`src/rtl/muldiv_seq.sv`:
```
// Iterative RV32M multiply/divide sequencer: shift-add multiply and restoring divide,
// one bit per cycle, stalling the pipeline until the result is ready.
module muldiv_seq #(
   parameter int unsigned WIDTH = 32,
   parameter int unsigned CNT_W = 6
) (
   input  logic             clk,
   input  logic             rst,
   input  logic             start,
   input  logic [2:0]       func3,
   input  logic [WIDTH-1:0] op_a,
   input  logic [WIDTH-1:0] op_b,
   output logic             busy,
   output logic             stall,
   output logic             done,
   output logic [WIDTH-1:0] result
);

   localparam logic [1:0] StIdle   = 2'd0;
   localparam logic [1:0] StMulRun = 2'd1;
   localparam logic [1:0] StDivRun = 2'd2;
   localparam logic [1:0] StDone   = 2'd3;

   localparam logic [2:0] F3Mul   = 3'b000;
   localparam logic [2:0] F3Mulhu = 3'b011;
   localparam logic [2:0] F3Divu  = 3'b101;
   localparam logic [2:0] F3Remu  = 3'b111;

   localparam logic [CNT_W-1:0] LastCnt = CNT_W'(WIDTH - 1);

   logic [1:0]         state_q, state_d;
   logic [CNT_W-1:0]   cnt_q, cnt_d;
   logic [2:0]         op_q, op_d;
   logic [WIDTH-1:0]   mcand_q, mcand_d;
   logic [WIDTH-1:0]   mplier_q, mplier_d;
   logic [2*WIDTH-1:0] acc_q, acc_d;
   logic [WIDTH-1:0]   quot_q, quot_d;
   logic [WIDTH-1:0]   rem_q, rem_d;
   logic [WIDTH-1:0]   divisor_q, divisor_d;
   logic [WIDTH-1:0]   result_q, result_d;

   logic [WIDTH-1:0]   mul_addend;
   logic [WIDTH:0]     mul_sum;
   logic [2*WIDTH-1:0] acc_step;
   logic [WIDTH:0]     rem_sh;
   logic [WIDTH:0]     rem_diff;
   logic               div_fits;
   logic [WIDTH-1:0]   rem_step;
   logic [WIDTH-1:0]   quot_step;
   logic               accept;

   // Multiply step: add into the upper WIDTH+1 bits, then shift the whole accumulator right.
   always_comb begin
      mul_addend = mplier_q[0] ? mcand_q : '0;
      mul_sum    = {1'b0, acc_q[2*WIDTH-1:WIDTH]} + {1'b0, mul_addend};
      acc_step   = {mul_sum, acc_q[WIDTH-1:1]};
   end

   // Restoring divide step, compared on WIDTH+1 bits so the shifted remainder cannot overflow.
   always_comb begin
      rem_sh    = {rem_q, quot_q[WIDTH-1]};
      rem_diff  = rem_sh - {1'b0, divisor_q};
      div_fits  = ~rem_diff[WIDTH];
      rem_step  = div_fits ? rem_diff[WIDTH-1:0] : rem_sh[WIDTH-1:0];
      quot_step = {quot_q[WIDTH-2:0], div_fits};
   end

   assign accept = start && ((state_q == StIdle) || (state_q == StDone));

   always_comb begin
      state_d   = state_q;
      cnt_d     = cnt_q;
      op_d      = op_q;
      mcand_d   = mcand_q;
      mplier_d  = mplier_q;
      acc_d     = acc_q;
      quot_d    = quot_q;
      rem_d     = rem_q;
      divisor_d = divisor_q;
      result_d  = result_q;

      unique case (state_q)
         StIdle, StDone: begin
            if (accept) begin
               op_d  = func3;
               cnt_d = '0;
               case (func3)
                  F3Mul, F3Mulhu: begin
                     mcand_d  = op_a;
                     mplier_d = op_b;
                     acc_d    = '0;
                     state_d  = StMulRun;
                  end
                  F3Divu, F3Remu: begin
                     if (op_b != '0) begin
                        quot_d    = op_a;
                        rem_d     = '0;
                        divisor_d = op_b;
                        state_d   = StDivRun;
                     end else begin
                        // RISC-V divide-by-zero: quotient all ones, remainder is the dividend.
                        result_d = (func3 == F3Divu) ? '1 : op_a;
                        state_d  = StDone;
                     end
                  end
                  default: begin
                     result_d = '0;
                     state_d  = StDone;
                  end
               endcase
            end else begin
               state_d = StIdle;
            end
         end
         StMulRun: begin
            acc_d    = acc_step;
            mplier_d = mplier_q >> 1;
            cnt_d    = cnt_q + CNT_W'(1);
            if (cnt_q == LastCnt) begin
               result_d = (op_q == F3Mulhu) ? acc_step[2*WIDTH-1:WIDTH] : acc_step[WIDTH-1:0];
               state_d  = StDone;
            end
         end
         StDivRun: begin
            rem_d  = rem_step;
            quot_d = quot_step;
            cnt_d  = cnt_q + CNT_W'(1);
            if (cnt_q == LastCnt) begin
               result_d = (op_q == F3Remu) ? rem_step : quot_step;
               state_d  = StDone;
            end
         end
         default: state_d = StIdle;
      endcase
   end

   always_ff @(posedge clk) begin
      if (rst) begin
         state_q   <= StIdle;
         cnt_q     <= '0;
         op_q      <= '0;
         mcand_q   <= '0;
         mplier_q  <= '0;
         acc_q     <= '0;
         quot_q    <= '0;
         rem_q     <= '0;
         divisor_q <= '0;
         result_q  <= '0;
      end else begin
         state_q   <= state_d;
         cnt_q     <= cnt_d;
         op_q      <= op_d;
         mcand_q   <= mcand_d;
         mplier_q  <= mplier_d;
         acc_q     <= acc_d;
         quot_q    <= quot_d;
         rem_q     <= rem_d;
         divisor_q <= divisor_d;
         result_q  <= result_d;
      end
   end

   assign busy   = (state_q == StMulRun) || (state_q == StDivRun);
   assign stall  = busy || accept;
   assign done   = (state_q == StDone);
   assign result = result_q;

endmodule

```
`config.mk`:
```
export PLATFORM = sky130hd
export DESIGN_NAME = muldiv_seq
export DESIGN_NICKNAME = d
export VERILOG_FILES = /design/src/rtl/muldiv_seq.sv
export SDC_FILE = /design/constraint.sdc
export NUM_CORES = 1
export LEC_CHECK = 0
export BUFFER_PORTS_ARGS = -buffer_cell sky130_fd_sc_hd__buf_4
export CORE_MARGIN = 5
export CORE_UTILIZATION = 30
export DETAILED_ROUTE_END_ITERATION = 12
export PLACE_DENSITY_LB_ADDON = 0.12
export SLEW_MARGIN = 20
export SYNTH_ARGS = -nofsm -noshare
export SYNTH_HDL_FRONTEND = slang
export SYNTH_SLANG_ARGS = --single-unit
```
`constraint.sdc`:
```
create_clock -name clk -period 3.6 [get_ports clk]
set_input_delay 0.72 -clock clk [delete_from_list [all_inputs] [get_ports clk]]
set_output_delay 0.72 -clock clk [all_outputs]
set_load 0.02 [all_outputs]
```
# Word level (Yosys, flattened, before mapping)
# Cells that the tools add are included.
# word_totals
ff_bits	267
in_bits	70
word_cells	83
# op_classes
add_sub_neg	3
eq_ne	18
n_mux	32
n_bitwise	1
reduce_logical	19
# ops
operator	n
$mux 32	17
$pmux 32 s2	4
$mux 64	2
$pmux 64 s2	1
$pmux 32 s3	1
$add 32x32->33	1
$sub 33x32->33	1
$reduce_bool 32->1	1
$pmux 6 s2	1
$ne 2x2->1 const B	5
$eq 3x3->1 const B	3
$pmux 2 s2	2
$reduce_and 4->1	2
$reduce_or 2->1	4
$add 6x1->6 const B	1
$eq 3x2->1 const B	2
$eq 6x5->1 const B	1
$mux 6	1
$ne 2x1->1 const B	3
$reduce_and 3->1	2
$reduce_and 5->1	1
$eq 2x2->1 const B	2
$mux 2	2
$reduce_bool 2->1	2
other kinds (9)	11

# Depth between registers and ports, before layout
# Gate-level depths: netlist of the first run.
# depth
ltp_word	6
depth_mapped	16

# Least setup slack after synthesis of the first run
# Ideal clock, no wire load.
# synth_timing
kind	reg2reg
startpoint	reg quot_q[31]
endpoint	reg result_q[10] (netlist: result[10])
setup_time_ps	119
t_arrival_ps	3098
t_required_ps	3481
slack_ps	384
path_stages_with_launch	16
period_less_slack_ps	3216
path_cell_list	dfxtp_1 inv_1 ha_1 inv_1 fa_1 a211oi_2 o211ai_1 a221oi_2 a2111oi_2 o31a_1 buf_4 nor2_4 buf_6 mux2i_1 a211oi_1 o221a_2
# synth_between
elab_chain_len	5
# synth_lines
item	line	text
start: declaration	37	logic [WIDTH-1:0] quot_q, quot_d;
start signal: assignment	156	quot_q <= quot_d;
$sub 33x32->33	62	rem_diff = rem_sh - {1'b0, divisor_q};
$mux 32	64	rem_step = div_fits ? rem_diff[WIDTH-1:0] : rem_sh[WIDTH-1:0];
$mux 32	129	result_d = (op_q == F3Remu) ? rem_step : quot_step;
$mux 32	128	if (cnt_q == LastCnt) begin
$pmux 32 s3	82	unique case (state_q)
end signal: assignment	159	result_q <= result_d;
end: declaration	40	logic [WIDTH-1:0] result_q, result_d;
# Every way passes these cells. The select of a mux whose other input is x is not followed.
# A chain may end at the register's enable or synchronous reset.

# Final worst setup path of the first run
# layout_timing
startpoint	reg quot_q[31]
endpoint	reg result_q[7] (netlist: result[7])
# Same word-level chain as after synthesis.

==> results.py, run 1 <==
metrics = {
    "timing": {
        "rsz0062_at_grt": "yes",
        "fin_tns_setup_ns": 0,
        "setup_viol": 0,
        "hold_violations": 0,
        "max_slew_margin_pct": 29.7,
        "fin_skew_ns": 0.0198,
        "finalCritPeriodShare_pct": 96.1,
        "slew_violations": 0,
        "fmax_mhz": 289,
        "tightest_slew_ns": 1.05,
        "fin_crit_ns": 3.46,
    },
    "finish": {
        "drive_above_1_share_pct": 14.7,
        "num-nets-final": 2192,
        "fin_area_um2": 18700,
        "antenna_cells": 0,
        "final_cell_mix": "266 x dfxtp_1, 215 x nor2_1, 209 x nand2_1",
        "area_delta_synth_final_pct": 20.7,
        "nFillCells": 5368,
        "mostFrequentLayoutCell": "dfxtp_1",
    },
    "route": {
        "vias": 14792,
        "highest_layer": "met4",
        "dr.pass1.iters": 7,
        "routed-wl-met2_um": 24700,
        "wl_met3_um": 2870,
        "wl_met1_um": 27400,
        "wl_per_cell_um": 20.6,
        "via_per_inst": 5.37,
        "drc": 0,
        "routed_wl_um": 56800,
        "drt-initial-drc-count": 1328,
        "final_antenna_net_count": 0,
    },
    "place": {
        "place_area_um2": 17500,
        "gp_congestion": 0.878,
        "portBuffers": 104,
        "hpwl_um": 41600,
    },
    "worst_hold_path": {
        "holdPathEnd": "divisor_q[4]",
        "hold_class": "in2reg",
        "whs_path_depth": 3,
        "min-delay-start": "op_b[4]",
    },
    "logic_synthesis": {
        "ys_types": 87,
        "synthCells": 1944,
        "avgSynthCellArea_um2": 7.96,
        "synth_area_um2": 15500,
        "synth_nets": 2084,
        "yosys_warnings": 0,
        "synth_flop_cell": "dfxtp_1",
        "synth-seq-cells": 266,
        "yosysSeqAreaShare_pct": 34.4,
        "async_reset_ff_share_pct": 0,
        "synth_edf_count": 0,
    },
    "clock_network": {
        "cts-root-buf": "clkbuf_16",
        "ctsHoldBuffers": 0,
        "cts-buffers-inserted": 35,
        "cts_tree": "done",
        "path_clk_slew_ns": 0.06,
        "clock_path_buffers": 3,
        "cts.htree.levels": 2,
        "clk_latency_ns": 0.55,
        "clock-sinks": 266,
    },
    "worst_setup_path": {
        "crit_arrival_ns": 3.89,
        "crit_start": "quot_q[31]",
        "rr_endpoint": "result[7]",
        "cp-start-kind": "register",
        "crit_path_max_fanout": 12,
        "reg2reg_from": "quot_q[31]",
        "worstPathRequired_ns": 4.03,
        "r2r_slack_ns": 0.14,
        "r2r_cells": 15,
        "cp-end-kind": "register",
        "critPathKind": "reg2reg",
    },
    "status": {
        "status": "finished clean",
    },
    "floorplan": {
        "die_y_um": 237,
        "io_pins": 105,
        "die_area_um2": 56200,
        "fp-row-count": 83,
        "start_util_pct": 30.2,
        "core_area_um2": 51200,
        "die_x_um": 237,
    },
    "flow_run": {
        "max_cap_viol_count": 0,
    },
    "power": {
        "p_leak_nw": 7.45,
        "ir_worst_vdd_mv": 0.458,
        "powerDensity_nw_per_um2": 718,
    },
    "global_route": {
        "antenna_found_initial": 0,
        "grt_use_total_pct": 19.6,
        "grt_pass1_wl_um": 87600,
        "grt_pass1_vias": 14402,
        "grt.overflow.total": 0,
        "grt_max_degree": 104,
    },
}
flip-flops by register name, summed over array words and instances (netlist names):
signal	flops
state_q	2
op_q	3
quot_q	32
mcand_q	32
cnt_q	6
acc_q	63
result	32
rem_q	32
mplier_q	32
divisor_q	32
cell type report:
cell class / instances / area [um2] / share of cell area (%)
tap: 680 / 851 / 4.56
multi-input combinational: 1488 / 9510 / 50.9
timing repair buffer: 203 / 1670 / 8.95
inverter: 58 / 218 / 1.17
sequential: 266 / 5330 / 28.5
clock buffer: 51 / 1020 / 5.45
clock inverter: 7 / 77.6 / 0.415
power by group:
| group | internal, mW | leakage [nW] | switching, mW |
|---|---|---|---|
| registers | 3.41 | 2.16 | 0.361 |
| logic | 2.49 | 4.76 | 3.72 |
| clock network | 2.03 | 0.535 | 1.40 |
| total | 7.92 | 7.45 | 5.48 |
worst max-delay path, stage by stage (launching register included):
cell and delay (ns):
dfxtp_1 0.31, inv_1 0.05, ha_2 0.17, inv_1 0.05
fa_2 0.35, a211oi_2 0.28, o211ai_1 0.16, a221oi_2 0.30
buf_4 0.18, a2111oi_4 0.08, o31a_1 0.40, nor2_4 0.17
buf_6 0.20, mux2_2 0.36, o211ai_1 0.18, a21oi_1 0.10
layer usage:
| layer | vias to the layer above | track usage (%) |
|---|---|---|
| li1 | 7257 | - |
| met1 | 7088 | 28.0 |
| met2 | 363 | 30.2 |
| met3 | 84 | 3.52 |
| met4 | 0 | 5.58 |
| met5 | - | 0 |
synthesized netlist by cell type (21+ instances only):
| cell type | n | share of area, % |
|---|---|---|
| a211oi_1 | 79 | 3.8 |
| a21o_1 | 30 | 1.5 |
| a21oi_1 | 174 | 5.6 |
| a22oi_1 | 35 | 1.7 |
| and2_1 | 36 | 1.5 |
| clkbuf_1 | 115 | 2.8 |
| dfxtp_1 | 266 | 34 |
| ha_1 | 68 | 5.5 |
| inv_1 | 56 | 1.4 |
| mux2i_1 | 113 | 7.3 |
| nand2_1 | 212 | 5.1 |
| nand3_1 | 84 | 2.7 |
| nand4_1 | 26 | 1.1 |
| nor2_1 | 220 | 5.3 |
| o211ai_1 | 21 | 1.0 |
| o21ai_0 | 99 | 3.2 |
| xnor2_1 | 37 | 2.1 |
what timing repair did:
item	CTS	global route
endpoints found under the setup margin	0	47
resized for setup	0	17
setup buffers	0	4
through the flow:
| stage | power (mW) | setup WS [ns] | std cells | hold WS [ns] | util (%) |
|---|---|---|---|---|---|
| 6_report | 13.4 | 0.140 | 2753 | 0.430 | 36.5 |
| 3_5_place_dp | 9.66 | 0.114 | 2690 | 0.442 | 34.1 |
| 3_3_place_gp | 9.64 | 0.130 | 2690 | 0.439 | 34.1 |
| 4_1_cts | 13.2 | 0.0503 | 2748 | 0.395 | 36.2 |
| 5_1_grt | 14.2 | -0.0255 | 2753 | 0.421 | 36.5 |
| 2_1_floorplan | 7.53 | 0.384 | 1944 | 0.432 | - |
cell families (layout without fill, tap and decap cells):
kind of cell             count (synthesis)  after routing  synth area share [%]
AND/OR/NAND/NOR                        665            665                  19.5
buffers and inverters                  190            319                  4.86
adder cells (fa/ha/maj)                 70             70                  5.76
multiplexers                           121            121                  7.92
XOR/XNOR                                55             55                  3.11
flip-flops                             266            266                  34.4
AO/OA/AOI/OAI                          577            577                  24.5
how the worst max path moves through the flow:
stage,cells after the start,endpoint
final,15,result[7]
after global routing,15,result[7]
after CTS,14,rem_q[21]
after detailed placement,14,rem_q[21]
after global placement,13,result[28]
after floorplan,15,result[10]
Power figures use the tool's default switching activity.
==> inputs of run 2 (changes only) <==
CORE_MARGIN = 4   (was 5)
==> run 2 against run 1 <==
Against the previous run: setup slack better by 0.034 ns; flip-flop and latch count is the same; die area shrank 1.7%; cell count is essentially flat; critical endpoint is now result[26]; largest cell class unchanged.
==> results.py, run 2 (synthesis results as in run 1) <==
metrics = {
    "clock_network": {
        "cts-buffers-inserted": 34,
        "cts.htree.levels": 2,
        "cts-root-buf": "clkbuf_16",
        "cts_tree": "done",
        "clk_latency_ns": 0.53,
        "path_clk_slew_ns": 0.06,
        "clock-sinks": 266,
        "clock_path_buffers": 3,
        "ctsHoldBuffers": 0,
    },
    "place": {
        "gp_congestion": 0.876,
        "hpwl_um": 41400,
        "portBuffers": 104,
    },
    "finish": {
        "area_delta_synth_final_pct": 20.5,
        "max_flop_register": "acc_q",
        "final_cell_mix": "266 x dfxtp_1, 215 x nor2_1, 209 x nand2_1",
        "num-nets-final": 2200,
        "largest_reg_flops": 63,
        "mostFrequentLayoutCell": "dfxtp_1",
        "final_core_util_pct": 36.9,
        "drive_above_1_share_pct": 14.8,
    },
    "power": {
        "powerDensity_nw_per_um2": 702,
        "p_seq_share_pct": 29.0,
        "pwr-share-clk_pct": 25.3,
        "p_switching_mw": 5.33,
        "p_leak_nw": 7.47,
        "combPwrFrac_pct": 45.8,
        "p_int_mw": 7.76,
        "total_power_mw": 13.1,
        "switching_share_pct": 40.7,
        "ir_worst_vdd_mv": 0.554,
    },
    "floorplan": {
        "die_x_um": 235,
        "io_pins": 105,
        "fp-row-count": 82,
        "start_util_pct": 30.6,
        "die_y_um": 235,
        "core_area_um2": 50600,
        "die_area_um2": 55300,
    },
    "worst_setup_path": {
        "worstPathRequired_ns": 4.08,
        "crit_chain": "inv_1, ha_1, inv_1, fa_1, a211oi_2, o211ai_1, a221oi_2, a2111oi_2, o31a_1, nor2_4, buf_12, buf_12, nor2_1, a2111oi_2, o311a_1",
        "crit_arrival_ns": 3.91,
        "critical-path-top-delay-family": "compound AO/OA/AOI/OAI gates",
        "critPathBufInv": 4,
        "slowest_delay_ns": 0.43,
        "crit_path_max_fanout": 13,
        "critPathSlowestCell": "a221oi_2",
        "critPathKind": "reg2reg",
        "cp-start-kind": "register",
        "cp-end-kind": "register",
    },
    "status": {
        "status": "finished clean",
    },
    "timing": {
        "setup_viol": 0,
        "max_slew_margin_pct": 37.4,
        "slew_violations": 0,
        "fin_tns_setup_ns": 0,
        "rsz0062_at_grt": "yes",
        "fin_crit_ns": 3.43,
        "tightest_slew_ns": 0.936,
        "hold_violations": 0,
        "finalCritPeriodShare_pct": 95.1,
        "fin_skew_ns": 0.0143,
        "fmax_mhz": 292,
    },
    "route": {
        "drt-initial-drc-count": 969,
        "drc": 0,
        "routed_wl_um": 56100,
        "dr.pass1.iters": 5,
        "via_per_inst": 5.36,
        "final_antenna_net_count": 0,
        "wl_per_cell_um": 20.3,
        "vias": 14763,
    },
    "flow_run": {
        "max_cap_viol_count": 0,
    },
    "global_route": {
        "grt_pass1_wl_um": 87200,
        "grt_max_degree": 74,
        "grt.overflow.total": 0,
        "antenna_found_initial": 0,
        "grt_use_total_pct": 19.6,
        "grt_pass1_vias": 14487,
    },
    "worst_hold_path": {
        "hold_class": "in2reg",
    },
}
==> run 2: worst paths after layout <==
check	startpoint	to	slack, ns	depth (start not counted)
max	quot_q[31]	result[26]	0.17	15
min	op_b[17]	divisor_q[17]	0.44	3
max reg2reg	quot_q[31]	result[26]	0.17	15
min reg2reg	mcand_q[31]	mcand_q[31]	0.45	2
==> run 2: repair_timing <==
action	4_1_cts	5_1_grt
buffers inserted	0	5
setup endpoints to repair	0	24
gates resized for setup	0	7
==> run 2: worst reg2reg max path, stage by stage (launching register included) <==
cell and delay (ns):
dfxtp_1 0.31, inv_1 0.05, ha_1 0.15, inv_1 0.05
fa_1 0.40, a211oi_2 0.23, o211ai_1 0.17, a221oi_2 0.43
a2111oi_2 0.15, o31a_1 0.33, nor2_4 0.18, buf_12 0.14
buf_12 0.13, nor2_1 0.07, a2111oi_2 0.39, o311a_1 0.21
==> run 2: layout make-up <==
cell class              count  area [um2]
fillers                  5262       31900
multi-input cells        1488        9480
flip-flops and latches    266        5330
repair buffers            212        1720
clock buffers              50        1010
well taps                 672         841
inverters                  58         218
clock inverters             8        47.5
diodes                      1        2.50
==> run 2: power groups by stage <==
stage | logic [mW] | registers [mW] | clock network, mW
final | 5.99 | 3.79 | 3.31
after global routing | 6.53 | 3.83 | 3.51
after CTS | 5.83 | 3.78 | 3.42
after detailed placement | 5.80 | 3.84 | 0
after global placement | 5.76 | 3.84 | 0
after floorplan | 3.74 | 3.79 | 0
==> run 2: routing by layer <==
layer | vias to the layer above | share of wire [%] | global-route usage [%]
met5 | - | 0 | 0
met4 | 0 | 2.7 | 5.96
met3 | 72 | 4.6 | 2.96
met2 | 346 | 44 | 30.3
met1 | 7074 | 49 | 28.1
li1 | 7271 | - | -
==> run 2: stage by stage <==
step | cells | cell area, um2 | hold slack (ns) | setup slack, ns
4_1_cts | 2749 | 18600 | 0.410 | 0.120
5_1_grt | 2754 | 18600 | 0.450 | -0.00907
3_5_place_dp | 2691 | 17500 | 0.445 | 0.154
2_1_floorplan | 1944 | 15500 | 0.432 | 0.384
6_report | 2755 | 18600 | 0.443 | 0.175
3_3_place_gp | 2691 | 17500 | 0.440 | 0.162
==> inputs of run 3 (changes only) <==
PLACE_DENSITY_LB_ADDON = default   (was 0.12)
REMOVE_ABC_BUFFERS = 1   (was default)
==> run 3 against run 2 <==
Against the previous run: setup slack got worse by 0.036 ns; register-to-register slack lost 0.04 ns; die area stayed put; critical endpoint is now result[24]; fmax is 1.1% lower; critical path type unchanged.
==> results.py, run 3 (synthesis results as in run 1) <==
metrics = {
    "worst_setup_path": {
        "crit_arrival_ns": 3.93,
        "critPathKind": "reg2reg",
        "r2r_slack_ns": 0.14,
        "crit_chain": "inv_1, ha_2, inv_1, fa_2, a211oi_2, o211ai_1, a221oi_2, buf_4, a2111oi_2, o31a_1, nor2_4, buf_12, buf_12, mux2_4, o211ai_2, a21oi_1",
        "critPathSlowestCell": "o31a_1",
        "cp-start-kind": "register",
        "r2r_cells": 16,
        "setup.worst_path.end": "result[24]",
        "cp-end-kind": "register",
        "rr_endpoint": "result[24]",
        "crit_path_max_fanout": 17,
        "worstPathRequired_ns": 4.07,
        "slowest_delay_ns": 0.39,
        "crit_start": "quot_q[31]",
        "reg2reg_from": "quot_q[31]",
    },
    "power": {
        "powerDensity_nw_per_um2": 689,
        "ir_worst_vdd_mv": 0.432,
        "p_leak_nw": 7.41,
        "total_power_mw": 12.8,
    },
    "finish": {
        "mostFrequentLayoutCell": "dfxtp_1",
        "antenna_cells": 0,
        "area_delta_synth_final_pct": 20.1,
        "final_core_util_pct": 36.7,
        "max_flop_register": "acc_q",
        "num-nets-final": 2191,
        "seq_area_um2": 5330,
        "largest_reg_flops": 63,
        "final_cell_mix": "265 x dfxtp_1, 216 x nor2_1, 209 x nand2_1",
        "drive_above_1_share_pct": 15.0,
        "fin_area_um2": 18600,
        "nFillCells": 5205,
        "multi_input_area_um2": 9540,
    },
    "timing": {
        "hold_ws_ns": 0.374,
        "setup_viol": 0,
        "fmax_mhz": 289,
        "fin_crit_ns": 3.46,
        "max_slew_margin_pct": 28.1,
        "slew_violations": 0,
        "finalCritPeriodShare_pct": 96.2,
        "tightest_slew_ns": 1.07,
        "rsz0062_at_grt": "yes",
        "hold_violations": 0,
        "fin_skew_ns": 0.0242,
    },
    "route": {
        "vias": 15123,
        "dr.pass1.iters": 7,
        "wl_per_cell_um": 19.0,
        "routed_wl_um": 52000,
        "drc": 0,
        "final_antenna_net_count": 0,
        "drt-initial-drc-count": 1249,
        "via_per_inst": 5.51,
    },
    "worst_hold_path": {
        "hold_class": "in2reg",
    },
    "place": {
        "place_area_um2": 17500,
        "hpwl_um": 38200,
        "portBuffers": 104,
        "gp_congestion": 0.905,
    },
    "global_route": {
        "grt_max_degree": 166,
        "antenna_found_initial": 0,
        "grt.overflow.total": 0,
        "grt_pass1_vias": 14468,
        "grt_pass1_wl_um": 81500,
        "grt_use_total_pct": 17.9,
    },
    "clock_network": {
        "ctsHoldBuffers": 0,
        "path_clk_slew_ns": 0.06,
        "clock-sinks": 266,
        "cts_tree": "done",
        "cts-buffers-inserted": 31,
        "clock_path_buffers": 3,
        "cts-root-buf": "clkbuf_16",
        "cts.htree.levels": 1,
        "clk_latency_ns": 0.60,
    },
    "floorplan": {
        "start_util_pct": 30.6,
        "die_y_um": 235,
        "die_x_um": 235,
        "fp-row-count": 82,
        "die_area_um2": 55300,
        "core_area_um2": 50600,
        "io_pins": 105,
    },
    "flow_run": {
        "max_cap_viol_count": 0,
    },
    "status": {
        "status": "finished clean",
    },
}
-- run 3: changes by cell type in the layout (fill, tap and decap cells not counted), sizes merged --
cell	change
buf	-5
bufinv	+1
clkbuf	-8
clkinv	-1
clkinvlp	+3
diode	-1
-- run 3: per-layer routing --
layer | share of wire [%] | track usage [%] | wire (um) | vias up
met3 | 7.6 | 3.03 | 3940 | 97
met2 | 43 | 27.4 | 22400 | 563
met4 | 3.7 | 6.19 | 1900 | 0
li1 | - | - | - | 7255
met1 | 46 | 25.4 | 23800 | 7208
met5 | 0 | 0 | 0 | -
-- run 3: layout make-up --
cell class                 count  share of cell area [%]
clock buffer                  43                    4.69
clock inverter                11                   0.572
inverter                      58                    1.17
multi-input combinational   1488                    51.3
sequential                   266                    28.7
tap                          672                    4.52
timing repair buffer         206                    9.06
-- run 3: where the power goes --
| group | internal [mW] | leakage, nW | switching, mW |
|---|---|---|---|
| clock network | 1.76 | 0.475 | 1.33 |
| registers | 3.41 | 2.16 | 0.383 |
| logic | 2.38 | 4.78 | 3.54 |
| total | 7.54 | 7.41 | 5.26 |
-- run 3: what timing repair did --
item,in CTS,in global routing
setup endpoints to repair,0,42
buffers inserted,0,4
resized for setup,0,25
-- run 3: worst max-delay path, delay by kind of cell (launching register included) --
kind / cells / cell delay, ns
AND/OR/NAND/NOR: 1 / 0.21
adder cells (fa/ha/maj): 2 / 0.52
multiplexers: 1 / 0.32
AO/OA/AOI/OAI: 7 / 1.40
flip-flops: 1 / 0.32
buffers and inverters: 5 / 0.57
-- run 3: worst min-delay path by stage --
stage	start	endpoint	slack (ns)	depth (start not counted)
2_1_floorplan	mcand_q[0]	mcand_q[0]	0.43	2
3_3_place_gp	acc_q[1]	acc_q[1]	0.44	2
3_5_place_dp	mcand_q[15]	mcand_q[15]	0.45	2
4_1_cts	op_b[10]	divisor_q[10]	0.35	3
5_1_grt	op_b[10]	divisor_q[10]	0.37	3
6_report	op_b[10]	divisor_q[10]	0.37	3
-- run 3: metrics by stage --
step                      TNS (ns)  setup WS (ns)  std cells
after floorplan            -302.52          -2.40       1812
after global placement           0         0.0912       2686
after detailed placement         0         0.0594       2686
after CTS                        0         0.0279       2740
after global routing        -0.192        -0.0597       2744
final                            0          0.139       2744
